## src/rtl/byte_serializer.sv

```systemverilog
`default_nettype none
// ============================================================================
// Module   : byte_serializer
// Purpose  : Parallel-to-serial converter placed after the registered
//            rotator. Accepts a WIDTH-bit word over a valid/ready handshake
//            and shifts it out one bit per bit_en strobe. A one-entry hold
//            buffer lets back-to-back words stream with no idle gap.
// Ports    : clk       - clock, rising edge
//            clear     - asynchronous active-low reset
//            in_data   - parallel word in
//            in_valid  - in_data is valid
//            in_ready  - word can be accepted this cycle
//            bit_en    - bit-rate strobe; output advances only when high
//            ser_out   - current serial bit (registered)
//            ser_valid - ser_out carries a frame bit (registered)
//            ser_last  - ser_out is the last bit of the word (registered)
//            busy      - frame in progress or hold buffer occupied
// Revision : 1.0 - initial release
// ============================================================================
module byte_serializer #(
  parameter int WIDTH     = 8,
  parameter bit LSB_FIRST = 1'b1
) (
  input  logic             clk,
  input  logic             clear,
  input  logic [WIDTH-1:0] in_data,
  input  logic             in_valid,
  output logic             in_ready,
  input  logic             bit_en,
  output logic             ser_out,
  output logic             ser_valid,
  output logic             ser_last,
  output logic             busy
);

  localparam int             CW         = (WIDTH > 1) ? $clog2(WIDTH) : 1;
  localparam logic [CW-1:0]  C_LAST_IDX = CW'(WIDTH - 1);

  typedef enum logic [0:0] {
    S_IDLE  = 1'b0,
    S_SHIFT = 1'b1
  } state_t;

  state_t           r_state;
  logic [WIDTH-1:0] r_shift;
  logic [CW-1:0]    r_cnt;
  logic [WIDTH-1:0] r_hold;
  logic             r_hold_full;
  logic             r_ser_out;
  logic             r_ser_valid;
  logic             r_ser_last;

  state_t           w_state;
  logic [WIDTH-1:0] w_shift;
  logic [CW-1:0]    w_cnt;
  logic [WIDTH-1:0] w_hold;
  logic             w_hold_full;
  logic             w_ser_out;
  logic             w_ser_valid;
  logic             w_ser_last;
  logic             w_accept;
  logic             w_direct;   // accepted word goes straight to the shift reg

  // Bit currently presented: the end of the shift register facing the line.
  function automatic logic head_bit(input logic [WIDTH-1:0] word);
    return LSB_FIRST ? word[0] : word[WIDTH-1];
  endfunction

  // Advance by one bit, moving the next bit to the head position.
  function automatic logic [WIDTH-1:0] advance(input logic [WIDTH-1:0] word);
    return LSB_FIRST ? (word >> 1) : (word << 1);
  endfunction

  // Ready depends only on the hold buffer, never on in_valid.
  assign in_ready = ~r_hold_full;
  assign w_accept = in_valid & ~r_hold_full;

  always_comb begin
    w_state     = r_state;
    w_shift     = r_shift;
    w_cnt       = r_cnt;
    w_hold      = r_hold;
    w_hold_full = r_hold_full;
    w_direct    = 1'b0;

    case (r_state)
      S_IDLE: begin
        if (w_accept) begin
          w_shift  = in_data;
          w_cnt    = '0;
          w_state  = S_SHIFT;
          w_direct = 1'b1;
        end
      end
      S_SHIFT: begin
        if (bit_en) begin
          if (r_cnt == C_LAST_IDX) begin
            // Word end: chain the next word in with no gap if one exists.
            if (r_hold_full) begin
              w_shift     = r_hold;
              w_hold_full = 1'b0;
              w_cnt       = '0;
            end else if (w_accept) begin
              w_shift  = in_data;
              w_cnt    = '0;
              w_direct = 1'b1;
            end else begin
              w_shift = '0;
              w_cnt   = '0;
              w_state = S_IDLE;
            end
          end else begin
            w_shift = advance(r_shift);
            w_cnt   = r_cnt + CW'(1);
          end
        end
      end
      default: begin
        w_state = S_IDLE;
      end
    endcase

    // Any accept not consumed directly by the shift register parks in hold.
    if (w_accept && !w_direct) begin
      w_hold      = in_data;
      w_hold_full = 1'b1;
    end

    // Output flops follow the next state, so they hold whenever the shift
    // state holds (bit_en low) and clear to zero on return to idle.
    w_ser_valid = (w_state == S_SHIFT);
    w_ser_out   = w_ser_valid & head_bit(w_shift);
    w_ser_last  = w_ser_valid & (w_cnt == C_LAST_IDX);
  end

  always_ff @(posedge clk or negedge clear) begin
    if (!clear) begin
      r_state     <= S_IDLE;
      r_shift     <= '0;
      r_cnt       <= '0;
      r_hold      <= '0;
      r_hold_full <= 1'b0;
      r_ser_out   <= 1'b0;
      r_ser_valid <= 1'b0;
      r_ser_last  <= 1'b0;
    end else begin
      r_state     <= w_state;
      r_shift     <= w_shift;
      r_cnt       <= w_cnt;
      r_hold      <= w_hold;
      r_hold_full <= w_hold_full;
      r_ser_out   <= w_ser_out;
      r_ser_valid <= w_ser_valid;
      r_ser_last  <= w_ser_last;
    end
  end

  assign ser_out   = r_ser_out;
  assign ser_valid = r_ser_valid;
  assign ser_last  = r_ser_last;
  assign busy      = (r_state == S_SHIFT) | r_hold_full;

endmodule
`default_nettype wire

```

## config.mk

```make
export PLATFORM = sky130hd
export DESIGN_NAME = byte_serializer
export DESIGN_NICKNAME = d
export VERILOG_FILES = /design/src/rtl/byte_serializer.sv
export SDC_FILE = /design/constraint.sdc
export NUM_CORES = 1
export LEC_CHECK = 0
export BUFFER_PORTS_ARGS = -buffer_cell sky130_fd_sc_hd__buf_2
export CAP_MARGIN = 20
export CORE_MARGIN = 10
export CORE_UTILIZATION = 60
export CTS_BUF_LIST = sky130_fd_sc_hd__clkbuf_8
export DETAILED_ROUTE_END_ITERATION = 6
export PLACE_DENSITY = 0.83
export SKIP_LAST_GASP = 1
export SLEW_MARGIN = 20
export SYNTH_ARGS = -nofsm -noshare
export SYNTH_HDL_FRONTEND = slang
export SYNTH_SLANG_ARGS = --single-unit
```

## constraint.sdc

```tcl
create_clock -name clk -period 4.5 [get_ports clk]
set_clock_uncertainty 0.1 [all_clocks]
set_input_delay 0 -clock clk [delete_from_list [all_inputs] [get_ports clk]]
set_output_delay 0 -clock clk [all_outputs]
set_load 0.02 [all_outputs]
```

======== After elaboration in Yosys (flattened, before gate mapping) ========
Cells that the tools add are included.
word-level totals
  register bits after elaboration ......... 23
  bits of input ports ..................... 12
  output and inout bits ................... 5
  logic and storage cells ................. 49
cells by class
  $add $sub $neg .......................... 1
  eq/ne operators ......................... 4
  muxes and demuxes ....................... 23
  bitwise operators ....................... 6
  reduce and logical (&&, ||, !) cells .... 7
operators with widths
  operator                                      count
  2-to-1 mux 8 bit                              5
  case mux 8 bit (2 select lines)               1
  2-to-1 mux 1 bit                              11
  2-to-1 mux 3 bit                              3
  equality test 3 bit, second input constant    2
  case mux 3 bit (2 select lines)               1
  nonzero test 2 bit                            3
  inequality test 2 bit, second input constant  2
  case mux 1 bit (2 select lines)               2
  adder 3 x 1 -> 3 bit, second input constant   1
  bitwise AND 1 bit                             3
  AND reduction 3 bit                           1
  inverter 1 bit                                2
  AND reduction 2 bit                           1
  logical AND 1 bit                             1
  zero test 1 bit                               1
  bitwise OR 1 bit                              1

======== Logic depth before layout (Yosys ltp) ========
  depth after elaboration ................. 11
  depth in mapped cells ................... 6
  depth with buffers taken out ............ 6

======== Least setup slack after synthesis ========
Ideal clock, no wire load.
  kind .................................... reg-to-reg
  start point ............................. register r_cnt[0]
  end point ............................... register r_ser_last, in the netlist ser_last
  setup time .............................. 0.120 ns
  data arrival time ....................... 1.455 ns
  data required time ...................... 4.280 ns
  setup slack ............................. 2.825 ns
  cell stages (with the launch flop) ...... 7
  buffers on the path ..................... 0
  period minus slack after synthesis ...... 1.675 ns
  cell sequence ........................... dfrtp_1 -> ha_1 -> ha_1 -> mux2_1 -> nand2_1 -> o21ai_0 -> and4_1
between the ends
  longest elaborated chain between the ends .. 6
  elaborated cells on any way between the ends .. 11
  classes of those cells .................. 1 x add/sub; 2 x eq/ne; 7 x mux; 1 x bitwise
ends and longest elaborated chain
  item                                                                RTL line  text
  from (decl)                                                         46        logic [CW-1:0] r_cnt;
  from (signal assigned)                                              149       r_cnt <= w_cnt;
  adder 3 x 1 -> 3 bit / equality test 3 bit (equally long branches)  114, 97
  2-to-1 mux 3 bit (*)                                                97        if (r_cnt == C_LAST_IDX) begin
  2-to-1 mux 3 bit (*)                                                96        if (bit_en) begin
  case mux 3 bit (2 select lines) (*)                                 86        case (r_state)
  named net w_cnt[2]                                                  55        logic [CW-1:0] w_cnt;
  equality test 3 bit (*)                                             133       w_ser_last = w_ser_valid & (w_cnt == C_LAST_IDX);
  bitwise AND 1 bit (*)                                               133
  named net w_ser_last                                                60        logic w_ser_last;
  to (signal assigned)                                                154       r_ser_last <= w_ser_last;
  to (decl)                                                           51        logic r_ser_last;
Mark *: on every way through the listed nets, which the timed path passes. The rest lies on a longest branch.
A chain may end at the register's enable or synchronous reset.

======== Worst setup path after layout ========
  start point ............................. register r_hold_full
  end point ............................... register r_hold[0]
between the ends
  longest elaborated chain between the ends .. 9
ends and longest elaborated chain
  item                             RTL line  text
  from (decl)                      48        logic r_hold_full;
  from (signal assigned)           151       r_hold_full <= w_hold_full;
  inverter 1 bit                   76        assign w_accept = in_valid & ~r_hold_full;
  bitwise AND 1 bit                76
  2-to-1 mux 1 bit                 88, 103
  2-to-1 mux 1 bit                 99        if (r_hold_full) begin
  2-to-1 mux 1 bit                 97
  2-to-1 mux 1 bit                 96
  case mux 1 bit (2 select lines)  86
  zero test 1 bit                  124       if (w_accept && !w_direct) begin
  logical AND 1 bit (*)            124
  to (signal assigned)             150       r_hold <= w_hold;
  to (decl)                        47        logic [WIDTH-1:0] r_hold;
Mark *: on every way between the ends. The rest lies on a longest branch, timed or not.

==> reports/qor.csv <==
stage,metric,value,unit
yosys,compound-gate portion of the synthesized area,22.3,%
run,# Max-Cap Violations,0,
yosys,Most used DFF post-synth,dfrtp_1,
setup_path,CP max-delay cell,nor2b_1,
cts,root buf cell,clkbuf_8,
timing,RSZ-0062 raised after global routing,false,
timing,Slew Limit Fails,0,
yosys,Mapped Area,1250,sq um
die,row count,16,
power_and_ir_drop,Final Total Pwr,921,uW
routing,drc violations,0,
setup_path,R2R depth,3,
cts,Post-CTS Resized,0,
timing,total negative slack,0,ns
placed_design,GP Congestion,0.847,
timing,Fmax,436,MHz
timing,final hold slack,0.122,ns
setup_path,r2r startpoint,r_hold_full,
setup_path,CP top delay family,simple AND/OR/NAND/NOR gates,
timing,Least-Margin Pin Slew,0.951,ns
setup_path,Critical Path RT,4.55,ns
worst_hold_path,hold depth,2,
yosys,syn nets,146,
cts,clk buf depth,2,
setup_path,CP arrival,2.34,ns
routing,drt wl/cell,15.7,um
global_route,largest net degree at the start of global routing,30,
setup_path,Setup crit end kind,register,
yosys,"EDFF count, synth",0,
yosys,simple-gate share of the synthesized area,13.1,%
setup_path,CP peak stage delay,0.79,ns
yosys,largest cells by area after synthesis,"dfrtp_1, o21ai_0, mux2_2",
final_layout,Area Overhead vs Synth,16.9,%
yosys,Synth cell types,29,
setup_path,Critical R2R Capture,r_hold[0],
setup_path,Critical path buffers and inverters,0,
die,core area,1960,sq um
placed_design,PortBufs,16,
cts,H-tree depth,1,
setup_path,"reg-to-reg slack, setup",2.21,ns
die,Die Ht,65.6,um
status,status,"complete, no violations",
placed_design,placed insts,165,
cts,clk slew on worst S/H paths,0.08,ns
yosys,main combinational cell family by area after synthesis,compound AO/OA/AOI/OAI gates,
timing,final setup vio count,0,
die,Ports,17,
timing,worst rel slew slack,36.5,%
routing,Routed Antenna Nets,0,
setup_path,critical path class,reg2reg,
global_route,vias in the first global route,1008,
final_layout,diodes inserted,0,
yosys,cell count after synthesis,131,
power_and_ir_drop,Worst VDD drop,398,uV
routing,via/cell ratio,5.92,
yosys,mux cell area share after synthesis,9.02,%
yosys,Synth Area in Adders,3.01,%
global_route,initial antenna violation count,0,
worst_hold_path,Hold WC Path Type,in2reg,
yosys,sequential share of the synthesized area,46.1,%
timing,Tmin final,2.29,ns
setup_path,"Max FO, Critical Path",16,
cts,CTS Buf Count,3,
power_and_ir_drop,leakage power,0.000658,uW
global_route,GRT Util Overall,13.5,%
yosys,Synth warnings,0,
placed_design,post-DP HPWL,1950,um
cts,CTS tree,built,
worst_hold_path,Hold EP,r_hold_full,
yosys,#FFs+latches synth,23,
timing,fin crit share,51.0,%
worst_hold_path,HP Start,bit_en,
power_and_ir_drop,pwr dens,631,nW/um^2
yosys,synth cell count leaders,"dfrtp_1, o21ai_0, nand2_1, a31oi_1, mux2_2",
routing,DR pass1 iterations,4,
setup_path,crit start category,register,
die,DIE WIDTH,65.6,um
yosys,Post-Syn Area per Cell,9.53,sq um
timing,Hold Fails Final Rpt,0,
cts,clk sinks,23,
yosys,share of flip-flops with an asynchronous set or reset,100,%
global_route,grt ovf,0,
final_layout,layout net count,168,
final_layout,Finished Core Util,74.4,%
global_route,first-pass GRT wire length,4670,um
setup_path,crit-path cells,nor2b_1 -> nand3_2 -> mux2_1,
final_layout,layout cells sized above 1,21.1,%
die,starting utilization of the core area,63.6,%
routing,routed vias,1059,
routing,total wire length,2810,um
final_layout,Final Non-Filler Cells,179,
routing,initial DRC count,72,
yosys,xor/xnor share of the synthesized area,0,%
yosys,Yosys top cell by area,dfrtp_1,
cts,clk_lat worst skew,0.26,ns
yosys,top cell type's share of synthesized area,46.1,%
die,Die ar.,4310,sq um
## area by class of cell
class,count,area [sq um]
clock buffers,3,41.3
clock inverters,1,3.75
fillers,159,502
inverters,8,32.5
multi-input cells,91,593
flip-flops and latches,23,576
well taps,27,33.8
repair buffers,26,180
## repair_timing
action	CTS	global route
hold buffers	10	0
hold endpoints to repair	32	0
setup buffers	0	0
## cells by family (layout without fill, tap and decap cells)
group / Yosys count / count (layout)
AND/OR/NAND/NOR: 34 / 34
adder cells (fa/ha/maj): 3 / 3
AO/OA/AOI/OAI: 44 / 44
flip-flops: 23 / 23
buffers and inverters: 17 / 38
multiplexers: 10 / 10
## through the flow
step / instance area (sq um) / setup WS [ns]
floorplan: 1250 / 2.82
global placement: 1320 / 2.31
detailed placement: 1320 / 2.27
CTS: 1460 / 2.24
global route: 1460 / 2.07
finish: 1460 / 2.21
## layout by cell type (no fill, tap or decap), types with 2 or more instances in the layout
cell,instances
a21oi_1,3
a31oi_1,8
and2_1,2
buf_2,16
clkbuf_8,3
dfrtp_1,23
dlygate4sd3_1,10
ha_1,3
inv_1,8
mux2_1,2
mux2_2,8
nand2_1,22
o21ai_0,23
o22a_1,6
## routing by layer
| layer | track usage, % | vias up | wire [um] |
|---|---|---|---|
| li1 | - | 506 | - |
| met1 | 16.5 | 516 | 1210 |
| met2 | 21.9 | 33 | 1400 |
| met3 | 3.56 | 4 | 168 |
| met4 | 5.08 | 0 | 30 |
| met5 | 0 | - | 0 |
## where the power goes
group / internal [uW] / switching [uW] / leakage, uW
Clock: 60.8 / 63.3 / 0.0000269
Sequential: 308 / 97.8 / 0.000276
Combinational: 195 / 196 / 0.000355
## registers in the layout, indices dropped and copies added (netlist names)
signal / cells
r_hold: 8
r_shift: 8
r_cnt: 3
r_hold_full: 1
ser_last: 1
ser_out: 1
ser_valid: 1
## worst max path at each step
| stage | start | end | slack [ns] | cells past startpoint |
|---|---|---|---|---|
| global placement | r_hold_full | r_hold[0] | 2.31 | 3 |
| global route | r_hold_full | r_hold[0] | 2.07 | 3 |
| floorplan | r_cnt[0] | ser_last | 2.82 | 6 |
| CTS | r_hold_full | r_hold[0] | 2.24 | 3 |
| detailed placement | r_hold_full | r_hold[0] | 2.27 | 3 |
| finish | r_hold_full | r_hold[0] | 2.21 | 3 |
Power figures use the tool's default switching activity.
